===== config.mk =====
export PLATFORM = sky130hd
export DESIGN_NAME = sobel_magnitude
export DESIGN_NICKNAME = d
export VERILOG_FILES = /design/src/rtl/sobel_pkg.sv /design/src/rtl/sobel_magnitude_sync_fifo.sv /design/src/rtl/sobel_magnitude.sv
export SDC_FILE = /design/constraint.sdc
export NUM_CORES = 1
export LEC_CHECK = 0
export CAP_MARGIN = 30
export CORE_MARGIN = 2
export CORE_UTILIZATION = 60
export DETAILED_ROUTE_END_ITERATION = 8
export PLACE_DENSITY = 0.9
export SETUP_SLACK_MARGIN = 0.3
export SYNTH_ARGS = -nofsm -noshare
export SYNTH_HDL_FRONTEND = slang
export SYNTH_SLANG_ARGS = --single-unit

===== constraint.sdc =====
create_clock -name clk -period 4 [get_ports clk]
set_clock_uncertainty 0.15 [all_clocks]
set_input_delay 0.8 -clock clk [delete_from_list [all_inputs] [get_ports clk]]
set_output_delay 0.8 -clock clk [all_outputs]
set_load 0.02 [all_outputs]

===== src/rtl/sobel_pkg.sv =====
// Shared definitions for the Sobel magnitude stage: default widths, FIFO entry layout, abs helper.
// Latency: n/a (package).
// Backpressure: n/a (package).
package sobel_pkg;

  // Default data format: 16-bit signed fixed point with 12 fractional bits
  localparam int N_DEF = 16;
  localparam int Q_DEF = 12;

  // FIFO entry = {eof, eol, edge, mag[N-1:0]}; tag offsets are relative to bit N
  localparam int ENT_MAG_LSB  = 0;
  localparam int ENT_EDGE_OFS = 0;
  localparam int ENT_EOL_OFS  = 1;
  localparam int ENT_EOF_OFS  = 2;
  localparam int ENT_TAG_W    = 3;
  localparam int ENTRY_W_DEF  = N_DEF + ENT_TAG_W;

  // Saturating absolute value of a w-bit two's complement number that the caller
  // has sign-extended to 32 bits. The most negative value maps to 2^(w-1)-1 so
  // the result always fits in w-1 unsigned bits.
  function automatic logic [31:0] sat_abs(input logic [31:0] v, input int w);
    logic [31:0] pos_max;
    logic [31:0] mag;
    pos_max = (32'd1 << (w - 1)) - 32'd1;
    if (v[31]) begin
      mag = ~v + 32'd1;
      if (mag > pos_max) mag = pos_max;
    end else begin
      mag = v;
    end
    return mag;
  endfunction

endpackage


===== src/rtl/sobel_magnitude_sync_fifo.sv =====
// Show-ahead synchronous FIFO; head entry is visible on rd_data whenever empty is low.
// Latency: a write at edge E is visible on rd_data right after E when the FIFO was empty.
// Backpressure: write at full is ignored unless a read happens on the same edge.
module sync_fifo #(
  parameter int WIDTH = 19,
  parameter int DEPTH = 16
) (
  input  logic                       clk,
  input  logic                       global_rst_n,
  input  logic                       wr_en,
  input  logic [WIDTH-1:0]           wr_data,
  input  logic                       rd_en,
  output logic [WIDTH-1:0]           rd_data,
  output logic                       full,
  output logic                       empty,
  output logic [$clog2(DEPTH):0]     count
);

  localparam int AW = $clog2(DEPTH);
  localparam logic [AW:0] FULL_CNT = (AW+1)'(DEPTH);

  logic [WIDTH-1:0] mem_q [DEPTH];
  logic [AW-1:0]    wr_ptr_q, wr_ptr_d;
  logic [AW-1:0]    rd_ptr_q, rd_ptr_d;
  logic [AW:0]      count_q, count_d;
  logic             push, pop;

  assign full    = (count_q == FULL_CNT);
  assign empty   = (count_q == '0);
  assign count   = count_q;
  assign rd_data = mem_q[rd_ptr_q];

  // Pointer/count update; a full FIFO still accepts a write when it is popped on the same edge
  always_comb begin
    pop      = rd_en & ~empty;
    push     = wr_en & (~full | pop);
    wr_ptr_d = wr_ptr_q;
    rd_ptr_d = rd_ptr_q;
    count_d  = count_q;
    if (push) wr_ptr_d = wr_ptr_q + AW'(1);
    if (pop)  rd_ptr_d = rd_ptr_q + AW'(1);
    if (push && !pop) count_d = count_q + (AW+1)'(1);
    if (pop && !push) count_d = count_q - (AW+1)'(1);
  end

  // Control state registers
  always_ff @(posedge clk or negedge global_rst_n) begin
    if (!global_rst_n) begin
      wr_ptr_q <= '0;
      rd_ptr_q <= '0;
      count_q  <= '0;
    end else begin
      wr_ptr_q <= wr_ptr_d;
      rd_ptr_q <= rd_ptr_d;
      count_q  <= count_d;
    end
  end

  // Storage array; contents are qualified by count, so no reset is needed
  always_ff @(posedge clk) begin
    if (push) mem_q[wr_ptr_q] <= wr_data;
  end

endmodule


===== src/rtl/sobel_magnitude.sv =====
// Sobel gradient magnitude |Gx|+|Gy| with threshold edge bit, row/col tags and output FIFO.
// Latency: 3 edges from input sampling to out_valid when the FIFO is empty.
// Backpressure: out_valid/out_ready at the output; ce_out throttles the convolvers (pipeline itself never stalls).
module sobel_magnitude
  import sobel_pkg::*;
#(
  parameter int N     = N_DEF,
  parameter int Q     = Q_DEF,
  parameter int M     = 8,
  parameter int DEPTH = 16
) (
  input  logic                clk,
  input  logic                global_rst_n,
  input  logic signed [N-1:0] gx,
  input  logic signed [N-1:0] gy,
  input  logic                valid_gx,
  input  logic                valid_gy,
  input  logic [N-1:0]        thr,
  output logic                ce_out,
  output logic [N-1:0]        out_mag,
  output logic                out_edge,
  output logic                out_eol,
  output logic                out_eof,
  output logic                out_valid,
  input  logic                out_ready,
  output logic                frame_done,
  output logic                overflow,
  output logic                sync_err
);

  // Q only documents the fixed-point format; the magnitude keeps it unchanged
  localparam int unused_q_frac = Q;

  localparam int W        = N + ENT_TAG_W;
  localparam int EDGE_POS = N + ENT_EDGE_OFS;
  localparam int EOL_POS  = N + ENT_EOL_OFS;
  localparam int EOF_POS  = N + ENT_EOF_OFS;
  localparam int CW       = (M > 1) ? $clog2(M) : 1;
  localparam int AW       = $clog2(DEPTH);
  localparam logic [CW-1:0] LAST     = CW'(M - 1);
  // Leaves room for two pixels in flight plus the ce register delay
  localparam logic [AW:0]   CE_LIMIT = (AW+1)'(DEPTH - 4);

  // Stage 1: absolute values and threshold
  logic           s1_vld_q, s1_vld_d;
  logic [N-2:0]   ax_q, ax_d;
  logic [N-2:0]   ay_q, ay_d;
  logic [N-1:0]   thr1_q, thr1_d;
  logic           sample;

  // Stage 2: tagged FIFO entry
  logic           s2_vld_q, s2_vld_d;
  logic [W-1:0]   ent2_q, ent2_d;
  logic [CW-1:0]  col_q, col_d;
  logic [CW-1:0]  row_q, row_d;
  logic [N-1:0]   mag2;
  logic           edge2, eol2, eof2;

  // Status and flow control
  logic           sync_err_q, sync_err_d;
  logic           overflow_q, overflow_d;
  logic           ce_q, ce_d;
  logic           frame_done_q, frame_done_d;

  // FIFO interface
  logic           fifo_rd_en;
  logic [W-1:0]   fifo_rd_data;
  logic           fifo_full, fifo_empty;
  logic [AW:0]    fifo_count;

  // Stage 1: sample only when both convolvers agree; hold data otherwise to avoid needless toggling
  always_comb begin
    sample   = valid_gx & valid_gy;
    s1_vld_d = sample;
    ax_d     = ax_q;
    ay_d     = ay_q;
    thr1_d   = thr1_q;
    if (sample) begin
      ax_d   = (N-1)'(sat_abs(32'(gx), N));
      ay_d   = (N-1)'(sat_abs(32'(gy), N));
      thr1_d = thr;
    end
  end

  // Stage 2: magnitude, edge decision, position tags and row/col counters
  always_comb begin
    mag2     = N'(ax_q) + N'(ay_q);
    edge2    = (mag2 >= thr1_q);
    eol2     = (col_q == LAST);
    eof2     = eol2 & (row_q == LAST);
    s2_vld_d = s1_vld_q;
    ent2_d   = ent2_q;
    col_d    = col_q;
    row_d    = row_q;
    if (s1_vld_q) begin
      ent2_d[N-1:ENT_MAG_LSB] = mag2;
      ent2_d[EDGE_POS]        = edge2;
      ent2_d[EOL_POS]         = eol2;
      ent2_d[EOF_POS]         = eof2;
      if (eol2) begin
        col_d = '0;
        row_d = eof2 ? '0 : row_q + CW'(1);
      end else begin
        col_d = col_q + CW'(1);
      end
    end
  end

  // Sticky error flags, registered ce and end-of-frame pulse
  always_comb begin
    fifo_rd_en   = out_ready & ~fifo_empty;
    sync_err_d   = sync_err_q | (valid_gx ^ valid_gy);
    overflow_d   = overflow_q | (s2_vld_q & fifo_full & ~fifo_rd_en);
    ce_d         = (fifo_count <= CE_LIMIT);
    frame_done_d = fifo_rd_en & fifo_rd_data[EOF_POS];
  end

  // All pipeline and status registers
  always_ff @(posedge clk or negedge global_rst_n) begin
    if (!global_rst_n) begin
      s1_vld_q     <= 1'b0;
      ax_q         <= '0;
      ay_q         <= '0;
      thr1_q       <= '0;
      s2_vld_q     <= 1'b0;
      ent2_q       <= '0;
      col_q        <= '0;
      row_q        <= '0;
      sync_err_q   <= 1'b0;
      overflow_q   <= 1'b0;
      ce_q         <= 1'b1;
      frame_done_q <= 1'b0;
    end else begin
      s1_vld_q     <= s1_vld_d;
      ax_q         <= ax_d;
      ay_q         <= ay_d;
      thr1_q       <= thr1_d;
      s2_vld_q     <= s2_vld_d;
      ent2_q       <= ent2_d;
      col_q        <= col_d;
      row_q        <= row_d;
      sync_err_q   <= sync_err_d;
      overflow_q   <= overflow_d;
      ce_q         <= ce_d;
      frame_done_q <= frame_done_d;
    end
  end

  sync_fifo #(
    .WIDTH (W),
    .DEPTH (DEPTH)
  ) u_fifo (
    .clk          (clk),
    .global_rst_n (global_rst_n),
    .wr_en        (s2_vld_q),
    .wr_data      (ent2_q),
    .rd_en        (fifo_rd_en),
    .rd_data      (fifo_rd_data),
    .full         (fifo_full),
    .empty        (fifo_empty),
    .count        (fifo_count)
  );

  assign out_mag    = fifo_rd_data[N-1:ENT_MAG_LSB];
  assign out_edge   = fifo_rd_data[EDGE_POS];
  assign out_eol    = fifo_rd_data[EOL_POS];
  assign out_eof    = fifo_rd_data[EOF_POS];
  assign out_valid  = ~fifo_empty;
  assign ce_out     = ce_q;
  assign frame_done = frame_done_q;
  assign overflow   = overflow_q;
  assign sync_err   = sync_err_q;

endmodule


* Word-level counts from Yosys, hierarchy flattened
Memory sizes are Yosys's and may differ from the RTL's.
Cells that the tools add are included.
** Operators by class
- $add $sub $neg :: 9
- Order comparisons :: 4
- Equality and inequality tests :: 3
- Mux-type cells :: 10
- Bitwise operators :: 17
- Reductions and logical operators :: 7
** Operators with widths (count)
- $add A32 B1 Y32 const B :: 2
- $gt A32 B15 Y1 const B :: 2
- $not A32 Y32 :: 2
- $mux W15 :: 4
- $add A15 B15 Y16 :: 1
- $ge A16 B16 Y1 :: 1
- $mux W5 :: 2
- $add A4 B1 Y4 const B :: 2
- $and A1 B1 Y1 :: 8
- $add A3 B1 Y3 const B :: 2
- $eq A3 B3 Y1 const B :: 2
- $mux W3 :: 2
- $add A5 B1 Y5 const B :: 1
- $eq A5 B5 Y1 const B :: 1
- $le A5 B4 Y1 const B :: 1
- $logic_not A5 Y1 :: 1
- $sub A5 B1 Y5 const B :: 1
- $not A1 Y1 :: 3
- $or A1 B1 Y1 :: 3
- $logic_and A1 B1 Y1 :: 2
- $logic_not A1 Y1 :: 2
- $mux W1 :: 2
- $reduce_and A2 Y1 :: 1
- $reduce_bool A2 Y1 :: 1
- $xor A1 B1 Y1 :: 1
** Word-level totals
- Register bits after elaboration :: 90
- Bits in writable memories :: 304
- Input bits :: 53
- Output and inout port bits :: 24
- Logic and storage cells :: 66
- Memories kept :: 1
** Memory list
- u_fifo.mem_q :: depth 16, width 19, read ports 1, clocked after Yosys merged registers in 0, write ports 1, line sobel_magnitude_sync_fifo.sv:22 : logic [WIDTH-1:0] mem_q [DEPTH];

* Longest topological paths before layout
- Depth in word-level cells :: 9
- Gate-level depth with buffers :: 15
- Depth with buffers taken out :: 14

* Modules after synthesis
From an unflattened synthesis, not the netlist that was laid out.
** Second synthesis, totals
- Cell total of the unflattened synthesis :: 1079
- Area total of the unflattened synthesis :: 17031.3 µm²
** By module, submodules not included
- sync_fifo :: instances 1, cells an instance 575, area each 12325.6 µm², sequential area each 9454.1 µm²
- sobel_magnitude :: instances 1, cells an instance 504, area each 4705.8 µm², sequential area each 1928.1 µm²

* Worst setup path after synthesis
Ideal clock, no wire load.
- Path kind :: input to register
- Start point :: in gy[1]
- End point :: reg ay_q[14]
- Setup time :: 125 ps
- Data arrival time :: 3514 ps
- Required time :: 3725 ps
- Setup slack :: 211 ps
- Stages on the path :: 10
- Path buffers :: 0
- Cells stage by stage :: or3_4 -> or3_4 -> or4_4 -> or3_2 -> ha_1 -> nor2b_1 -> nand3_1 -> o21ai_0 -> o21ai_0 -> mux2_2
** Between the ends
- Cells in the longest elaborated chain, start to end :: 5
** Ends and longest elaborated chain
- start: declaration :: line sobel_magnitude.sv:15 : input logic signed [N-1:0] gy,
- $not A32 Y32 (*) :: line sobel_pkg.sv:26 : mag = ~v + 32'd1;
- $add A32 B1 Y32 (*) :: line sobel_pkg.sv:26
- $gt A32 B15 Y1 :: line sobel_pkg.sv:27 : if (mag > pos_max) mag = pos_max;
- $mux W15 (*) :: line sobel_pkg.sv:27
- $mux W15 (*) :: line sobel_pkg.sv:25 : if (v[31]) begin
- end signal: assignment :: line sobel_magnitude.sv:136 : ay_q <= ay_d;
- end: declaration :: line sobel_magnitude.sv:47 : logic [N-2:0] ay_q, ay_d;
Mark *: on every way between the ends. The rest lies on a longest branch, timed or not.
A chain may end at the register's enable or synchronous reset.

* Worst setup path after layout
- Start point :: reg u_fifo.rd_ptr_q[0]
- End point :: out out_mag[3]
** Between the ends
- Cells in the longest elaborated chain, start to end :: 1
** Ends and longest elaborated chain
- start: declaration :: line sobel_magnitude_sync_fifo.sv:24 : logic [AW-1:0] rd_ptr_q, rd_ptr_d;
- start signal: assignment :: line sobel_magnitude_sync_fifo.sv:54 : rd_ptr_q <= rd_ptr_d;
- $mem_v2 Z16 W19
- end: declaration :: line sobel_magnitude.sv:20 : output logic [N-1:0] out_mag,
Every way passes these cells.

==> results.yml <==
timing:
  min_period_over_period_pct: 91.8
  whs_ns: 0.102
  rsz0062_at_grt: "no"
  setup_violations: 0
  period_minus_slack_ns: 3.67
  hold_viol: 0
  tightestPinTransition_ns: 0.979
  final_max_slew_viol_count: 0
  maxSlewHeadroom_pct: 34.7
  max_freq_mhz: 272
yosys:
  synth_nets: 1105
  syn_area_mm2: 0.0169
  avgSynthCellArea_um2: 16.9
  ys_seq_area_share_pct: 67.4
  synth-edff-count: 304
  async_reset_ff_share_pct: 22.8
  synthesis.instances: 1001
  synth_warnings: 0
  synth_flop_cell: "edfxtp_1"
  ys_ff_latch: 394
  synth_cell_types: 57
power_and_ir_drop:
  p_sw_share_pct: 31.0
  power_frac_comb_pct: 30.9
  p_per_area_mw_per_mm2: 695
  p_sw_mw: 4.29
  ir_drop_mv: 0.411
  internal_power_mw: 9.53
  seqPwrFrac_pct: 43.2
  pwr-share-clk_pct: 25.9
  p_leak_nw: 7.11
cells_and_area:
  fill_cells: 1661
  mostFrequentLayoutCell: "edfxtp_1"
  final_cells: 1547
  antenna_cells: 0
  final_util_pct: 71.7
  drive_gt1_share_pct: 25.1
  syn_to_final_growth_pct: 17.8
  layout_common_cells: "304 x edfxtp_1, 95 x mux4_2, 87 x dfrtp_1, 60 x o21ai_0, 58 x buf_4"
  layout.nets: 1243
critical_path:
  arrival_ns: 2.72
  regToRegSetupSlack_ns: 0.50
  worst_setup_path_end_kind: "output pin"
  critPathLaunchType: "flip-flop"
  crit_buf_inv: 3
  crit_chain: "buf_12, bufbuf_16, mux4_2, mux4_2, dlygate4sd2_1"
  cp_data_required_time_ns: 3.05
  criticalPathCategory: "reg -> out"
  cpPeakStageDelay_ns: 0.49
  cp_top_family: "multiplexers"
  critPathMaxFanout: 11
  worst_path_max_delay_cell: "mux4_2"
  cp_common_cell: "mux4_2"
clock_tree:
  clock_path_buffers: 3
  root_buffer: "clkbuf_16"
  cts_buffers: 39
  cts.sinks: 394
  clkSlewWorstSetupHoldPaths_ns: 0.06
  htree_levels: 2
  clk_latency_ns: 0.52
  cts_tree: "yes"
floorplanning:
  placeableCoreArea_mm2: 0.0277
  ios: 77
  die-area_mm2: 0.0295
  chipWidth_um: 172
  num_rows: 61
  die_h_um: 172
  start_util_pct: 60.9
routing:
  wl_mm: 40.4
  ant_nets: 0
  via_count: 9748
  drc: 0
  viasPerCell: 6.30
  avgRoutedWirePerCell_um: 26.1
  drt-initial-drc-count: 872
  first_pass_iters: 6
grt:
  antenna_found_initial: 0
  overflow: 0
  grt.busiest_layer: "met2"
  met2_usage_pct: 50.4
  grt_use_met1_pct: 34.9
  grt_util_all_layers_pct: 28.2
  grt_pass1_vias: 10000
  grt_start_max_net_pins: 48
  grt_pass1_wl_mm: 60.1
  met3_usage_pct: 4.00
status:
  status: "completed"
placed_design:
  port_buffers: 76
  dp_hpwl_mm: 23.8
  globalplace.congestion: 0.936
  dp_cells: 1463
run:
  maxCapViolCount: 0
min_path:
  min_path_type: "in -> async"
state kept, by name (all words and copies together) (netlist names):
| name | count |
|---|---|
| u_fifo.mem_q | 304 |
| ent2_q | 19 |
| thr1_q | 16 |
| ax_q | 15 |
| ay_q | 15 |
| u_fifo.count | 5 |
| u_fifo.rd_ptr_q | 4 |
| u_fifo.wr_ptr_q | 4 |
| col_q | 3 |
| row_q | 3 |
| ce_out | 1 |
| frame_done | 1 |
| overflow | 1 |
| s1_vld_q | 1 |
| s2_vld_q | 1 |
| sync_err | 1 |
worst reg2reg max path, cell delays in order, from the launching register on:
cell,delay (ns)
dfrtp_1,0.40
ha_1,0.22
fa_1,0.45
a211oi_2,0.25
o21ai_1,0.17
a41o_1,0.31
o21ai_1,0.20
xnor2_1,0.18
ha_1,0.29
a21o_1,0.18
nand2_1,0.06
nand3b_1,0.11
a2111oi_2,0.27
a21oi_1,0.12
Yosys cell counts (2+ instances only):
cell type    n  area [um^2]
o22ai_1      2         12.5
or2_2        3         18.8
nor3_1      13         65.1
a2111oi_0    3         26.3
buf_2        8         40.0
o31a_1       2         17.5
and3_1       4         25.0
and2_1       3         18.8
nand2_1     48          180
or3_4        2         22.5
mux2_2      37          417
inv_1       44          165
o21a_1       4         30.0
xnor2_1     15          131
a21o_1      14          105
mux4_2      95         2140
nand3_1     14         70.1
fa_1         2         40.0
edfxtp_1   304         9130
o31ai_1      2         15.0
a21oi_1     35          175
clkbuf_1    32          120
dfrtp_1     89         2230
o21bai_1     2         15.0
buf_1        5         18.8
a31oi_1      4         25.0
xor2_1      13          114
nand2b_1     7         43.8
or3b_2       3         26.3
nand4_1      5         31.3
o211ai_1     8         60.1
ha_1        49          613
or3_1        5         31.3
nor2_1      35          131
nor2b_1      6         37.5
o21ai_0     62          310
nand3b_1     2         15.0
kinds of logic (layout without fill, tap and decap cells):
logic type / count (synthesis) / in the layout / share of synthesized area [%]
AO/OA/AOI/OAI: 151 / 151 / 5.44
XOR/XNOR: 28 / 28 / 1.45
flip-flops: 394 / 394 / 67.4
adder cells (fa/ha/maj): 51 / 51 / 3.87
buffers and inverters: 89 / 257 / 2.04
AND/OR/NAND/NOR: 155 / 155 / 4.54
multiplexers: 133 / 133 / 15.2
routing by layer:
layer / part of all wire, % / vias to the layer above / routed length, um
li1: - / 4194 / -
met1: 37 / 4948 / 15000
met2: 53 / 488 / 21400
met3: 6.0 / 118 / 2440
met4: 3.8 / 0 / 1540
met5: 0 / - / 0
layout make-up:
| cell class | count | area, um^2 | share of cell area, % |
|---|---|---|---|
| Multi-Input combinational cell | 518 | 5250 | 26.4 |
| Clock inverter | 18 | 174 | 0.875 |
| Clock buffer | 53 | 1060 | 5.32 |
| Inverter | 44 | 165 | 0.831 |
| Sequential cell | 394 | 11400 | 57.3 |
| Tap cell | 378 | 473 | 2.38 |
| Timing Repair Buffer | 142 | 1370 | 6.87 |
power groups by stage:
stage | clock network (mW) | logic [mW] | registers (mW)
finish | 3.58 | 4.26 | 5.97
global route | 3.73 | 4.57 | 6.05
CTS | 3.60 | 4.15 | 5.99
detailed placement | 0 | 4.02 | 6.10
global placement | 0 | 3.87 | 6.00
floorplan | 0 | 2.84 | 5.72
metrics by stage:
step	setup TNS, ns	setup slack (ns)	power [mW]	instance area (um^2)
after floorplan	0	0.392	8.56	16900
after global placement	-0.184	-0.0627	9.87	18500
after detailed placement	-0.640	-0.110	10.1	18500
after CTS	0	0.321	13.7	19800
after global routing	0	0.298	14.4	19900
final	0	0.328	13.8	19900
worst paths after layout:
kind	to	cells past startpoint	from
setup / recovery	out_mag[3]	5	u_fifo.rd_ptr_q[0]$_DFFE_PN0P_
setup reg to reg	ent2_q[16]$_DFFE_PN0P_	13	ay_q[0]$_DFFE_PN0P_
max in group asynchronous	thr1_q[1]$_DFFE_PN0P_	2	global_rst_n
hold reg to reg	sync_err$_DFF_PN0_	1	sync_err$_DFF_PN0_
min in group clk	sync_err$_DFF_PN0_	1	sync_err$_DFF_PN0_
hold / removal	u_fifo.rd_ptr_q[2]$_DFFE_PN0P_	1	global_rst_n
what timing repair did:
action | in CTS | in global routing
resized for setup | 25 | 9
hold buffers | 0 | 0
endpoints found under the setup margin | 20 | 8
cloned | 1 | 1
buffers inserted | 7 | 4
hold endpoints to repair | 0 | 0
pin swaps | 0 | 1
No activity file was read; power rests on OpenSTA's default activity.
